===== config.mk =====
export PLATFORM = sky130hd
export DESIGN_NAME = data_mem_arbiter
export DESIGN_NICKNAME = d
export VERILOG_FILES = /design/src/rtl/data_mem_arbiter.sv
export SDC_FILE = /design/constraint.sdc
export NUM_CORES = 1
export LEC_CHECK = 0
export ABC_AREA = 1
export CAP_MARGIN = 20
export CORE_MARGIN = 2
export CORE_UTILIZATION = 35
export CTS_CLUSTER_DIAMETER = 30
export DETAILED_ROUTE_END_ITERATION = 8
export PLACE_DENSITY = 0.72
export SLEW_MARGIN = 20
export SYNTH_ARGS = -nofsm -noshare
export SYNTH_HDL_FRONTEND = slang
export SYNTH_SLANG_ARGS = --single-unit

===== constraint.sdc =====
create_clock -name clk -period 2.9 [get_ports clk]
set_clock_uncertainty 0.2 [all_clocks]
set_input_delay 0.29 -clock clk [delete_from_list [all_inputs] [get_ports clk]]
set_output_delay 0.29 -clock clk [all_outputs]
set_load 0.005 [all_outputs]

===== src/rtl/data_mem_arbiter.sv =====
// Two-requester round-robin arbiter in front of a single-port data memory.
// Each access takes three cycles: grant in IDLE, memory strobe in ACCESS, ack in RESP.
module data_mem_arbiter #(
  parameter int ADDR_W = 6,
  parameter int DATA_W = 32
) (
  input  logic              clk,
  input  logic              rst,
  input  logic              req0,
  input  logic              req1,
  input  logic              we0,
  input  logic              we1,
  input  logic [ADDR_W-1:0] addr0,
  input  logic [ADDR_W-1:0] addr1,
  input  logic [DATA_W-1:0] wd0,
  input  logic [DATA_W-1:0] wd1,
  output logic              ack0,
  output logic              ack1,
  output logic [DATA_W-1:0] rdata,
  output logic              busy,
  output logic [ADDR_W-1:0] mem_addr,
  output logic [DATA_W-1:0] mem_wd,
  output logic              mem_memwrite,
  output logic              mem_memread,
  input  logic [DATA_W-1:0] mem_rd
);

  // state  | meaning
  // IDLE   | sample requests, latch the winner's command
  // ACCESS | drive the memory strobe for the latched command
  // RESP   | pulse ack to the latched requester

  typedef enum logic [1:0] {IDLE, ACCESS, RESP} state_t;

  state_t              state, state_nxt;
  logic                last_grant;
  logic                lat_id;
  logic                lat_we;
  logic [ADDR_W-1:0]   lat_addr;
  logic [DATA_W-1:0]   lat_wd;
  logic [DATA_W-1:0]   rdata_q;
  logic                grant_vld;
  logic                grant_id;

  // On a tie, the requester not granted last time wins.
  always_comb begin
    grant_vld = req0 | req1;
    grant_id  = 1'b0;
    if (req0 && req1) begin
      grant_id = ~last_grant;
    end else if (req1) begin
      grant_id = 1'b1;
    end
  end

  always_ff @(posedge clk or posedge rst) begin
    if (rst) begin
      state <= IDLE;
    end else begin
      state <= state_nxt;
    end
  end

  always_comb begin
    state_nxt    = state;
    busy         = 1'b0;
    ack0         = 1'b0;
    ack1         = 1'b0;
    mem_memwrite = 1'b0;
    mem_memread  = 1'b0;
    case (state)
      IDLE: begin
        if (grant_vld) begin
          state_nxt = ACCESS;
        end
      end
      ACCESS: begin
        busy         = 1'b1;
        mem_memwrite = lat_we;
        mem_memread  = ~lat_we;
        state_nxt    = RESP;
      end
      RESP: begin
        busy      = 1'b1;
        ack0      = ~lat_id;
        ack1      = lat_id;
        state_nxt = IDLE;
      end
      default: begin
        state_nxt = IDLE;
      end
    endcase
  end

  always_ff @(posedge clk or posedge rst) begin
    if (rst) begin
      last_grant <= 1'b1;
      lat_id     <= 1'b0;
      lat_we     <= 1'b0;
      lat_addr   <= '0;
      lat_wd     <= '0;
      rdata_q    <= '0;
    end else begin
      if (state == IDLE && grant_vld) begin
        last_grant <= grant_id;
        lat_id     <= grant_id;
        lat_we     <= grant_id ? we1 : we0;
        lat_addr   <= grant_id ? addr1 : addr0;
        lat_wd     <= grant_id ? wd1 : wd0;
      end
      if (state == ACCESS && !lat_we) begin
        rdata_q <= mem_rd;
      end
    end
  end

  assign mem_addr = lat_addr;
  assign mem_wd   = lat_wd;
  assign rdata    = rdata_q;

endmodule

==> flow_summary_export.csv <==
group,metric,value,unit
critical_path,critPathMostFrequentCell,"inv_1",
flow_run,maxCapViolations,0,
floorplanning,initial_utilization,36.1,%
routing,firstDrtPassIters,5,
synth,yosys_most_used_dff,"dfrtp_1",
power_and_ir_drop,cellPowerDensity,906,nW/um^2
clock_tree,postCtsHoldBufs,0,
synth,synth_top_area_cell,"dfrtp_1",
synth,synth.most_common_cell,"nand2_1",
routing,drc,0,
sta,finalCritPeriodShare,82.9,%
sta,setup_viol,0,
global_routing,antenna_found_initial,0,
critical_path,end_kind,"primary output",
critical_path,critical_path_class,"flip-flop to primary output",
place,gp_congestion,0.761,
cells_and_area,finalNonFillerCells,825,
place,place_hpwl,7680,um
cells_and_area,n_fill_cell,967,
synth,synth_warnings,0,
clock_tree,clock_sinks,75,
sta,timing.fmax,416,MHz
synth,avgSynthCellArea,7.38,sq um
sta,worstMarginPinSlew,0.660,ns
critical_path,cp_max_fo,5,
critical_path,cp.arrival,1.91,ns
critical_path,crit_chain,"inv_1, ha_1, inv_1, or2_1, inv_2, clkdlybuf4s50_1",
place,port_buffers,188,
clock_tree,clk_pin_slew_worst_paths,0.08,ns
routing,routed_wl,10100,um
routing,drt_iter0_markers,213,
clock_tree,cts_resized,0,
clock_tree,numCtsBuffers,9,
global_routing,grt_first_pass_wirelength,16700,um
critical_path,cp_num_buf_inv,4,
sta,tns,0,ns
place,dp_cells,809,
synth,yosys-top-cells-count,"nand2_1, inv_1, nand3_1",
synth,synth.area.top_cells,"dfrtp_1, nand2_1, nand3_1",
cells_and_area,register_area,1880,sq um
sta,hold_viol_final,0,
sta,timing.slew.headroom,55.9,%
cells_and_area,multi_input_area,1340,sq um
run_status,status,"completed",
floorplanning,pin_count,189,
floorplanning,die_height,107,um
critical_path,crit_required,2.41,ns
floorplanning,fp.dieArea,11500,sq um
cells_and_area,final_nets,803,
cells_and_area,area_growth,58.3,%
global_routing,grt_max_degree,44,
clock_tree,clock_tree.buffer_depth,2,
synth,yosysUniqueCellTypes,14,
power_and_ir_drop,ir_drop,0.344,mV
clock_tree,cts_tree,"built",
routing,postRouteAntennaNets,0,
critical_path,reg2reg_slack,0.69,ns
synth,ys_seq_area_share,50.4,%
routing,vias_per_cell,4.36,
clock_tree,h-tree-depth,3,
routing,wl_per_cell,12.3,um
cells_and_area,drive_above_1_share,4.35,%
synth,synthArstFlopShare,100,%
synth,synth_edf_count,0,
floorplanning,dieWidth,107,um
global_routing,gr-total-overflow,0,
sta,hold_ws,0.111,ns
sta,final.min_clock_period,2.40,ns
clock_tree,insertion_delay,0.34,ns
sta,rsz0062_at_grt,"no",
global_routing,grt_usage,18.3,%
global_routing,grt_pass1_vias,3622,
synth,synth_fp_nets,624,
clock_tree,post_cts_buffers,0,
clock_tree,root_buffer,"clkbuf_8",
floorplanning,core,10300,sq um
critical_path,critPathTopFamily,"buffers and inverters",
critical_path,cp_slowest_cell,"clkdlybuf4s50_1",
sta,finalMaxSlewViolations,0,
critical_path,startpoint_type,"flip-flop",
synth,syn_inst,505,
cells_and_area,diodes,0,
floorplanning,row_count,37,
critical_path,critical_path.max_stage_delay,0.50,ns
synth,netlist.area_leader.share,49.7,%
routing,vias,3601,
synth,ys_ff_latch,75,
power_and_ir_drop,p_leak,3.10,nW
synth,syn_area,3730,sq um
hold_path,hp-class,"input port to async pin",
==> cell families (layout without fill, tap and decap cells) <==
group	Yosys count	count (layout)	share of synthesized area [%]
buffers and inverters	116	300	13.6
AND/OR/NAND/NOR	307	307	34.0
AO/OA/AOI/OAI	2	2	0.269
adder cells (fa/ha/maj)	5	5	1.68
flip-flops	75	75	50.4
==> final timing paths <==
path,cells after the start,from,to
hold reg to reg,2,last_grant,last_grant
max in group asynchronous,3,rst,last_grant
min in group clk,3,req1,last_grant
hold / removal,2,rst,rdata[21]
setup reg to reg,7,state[0],lat_we
setup / recovery,6,state[1],mem_memread
==> report_power, final <==
group          internal [W]  leakage (nW)  total, W  switching [W]
registers           0.00158         0.913   0.00188       0.000297
logic               0.00140          2.08   0.00257        0.00117
clock network      0.000531         0.113  0.000892       0.000362
==> sequential cells by signal (all words and copies together) (netlist names) <==
signal and cells:
lat_id 1, mem_addr 6, lat_we 1, rdata 32, last_grant 1, state 2
mem_wd 32
==> per-layer routing <==
layer	vias to the layer above	global-route usage (%)	routed length [um]
li1	1848	-	-
met1	1602	21.4	4200
met2	136	31.9	4880
met3	15	4.50	863
met4	0	7.98	171
met5	-	0	0
==> final cells by class <==
class / instances / share of cell area (%)
clock buffers: 12 / 2.63
flip-flops and latches: 75 / 31.8
inverters: 88 / 5.62
well taps: 136 / 2.89
multi-input cells: 314 / 22.7
clock inverters: 4 / 1.23
repair buffers: 196 / 33.1
==> stage by stage <==
| stage | setup slack [ns] | instance area, sq um | util [%] | total power [W] |
|---|---|---|---|---|
| final | 0.495 | 5900 | 57.1 | 0.00534 |
| after global routing | 0.374 | 5900 | 57.1 | 0.00581 |
| after CTS | 0.445 | 5900 | 57.1 | 0.00542 |
| after detailed placement | 0.610 | 5670 | 54.9 | 0.00450 |
| after global placement | 0.685 | 5670 | 54.9 | 0.00443 |
| after floorplan | 0.502 | 3730 | - | 0.00306 |
==> cell usage in the layout (no fill, tap or decap) <==
cell type / instances
buf_12: 1
buf_2: 1
buf_4: 7
bufinv_16: 2
clkbuf_1: 1
clkbuf_8: 11
clkdlybuf4s50_1: 187
clkinv_2: 2
clkinvlp_4: 1
dfrtp_1: 74
dfstp_2: 1
ha_1: 5
inv_1: 85
inv_2: 2
nand2_1: 224
nand3_1: 79
nor2_1: 1
nor2_4: 2
o21ai_0: 2
or2_1: 1
(Power assumes the default switching activity.)
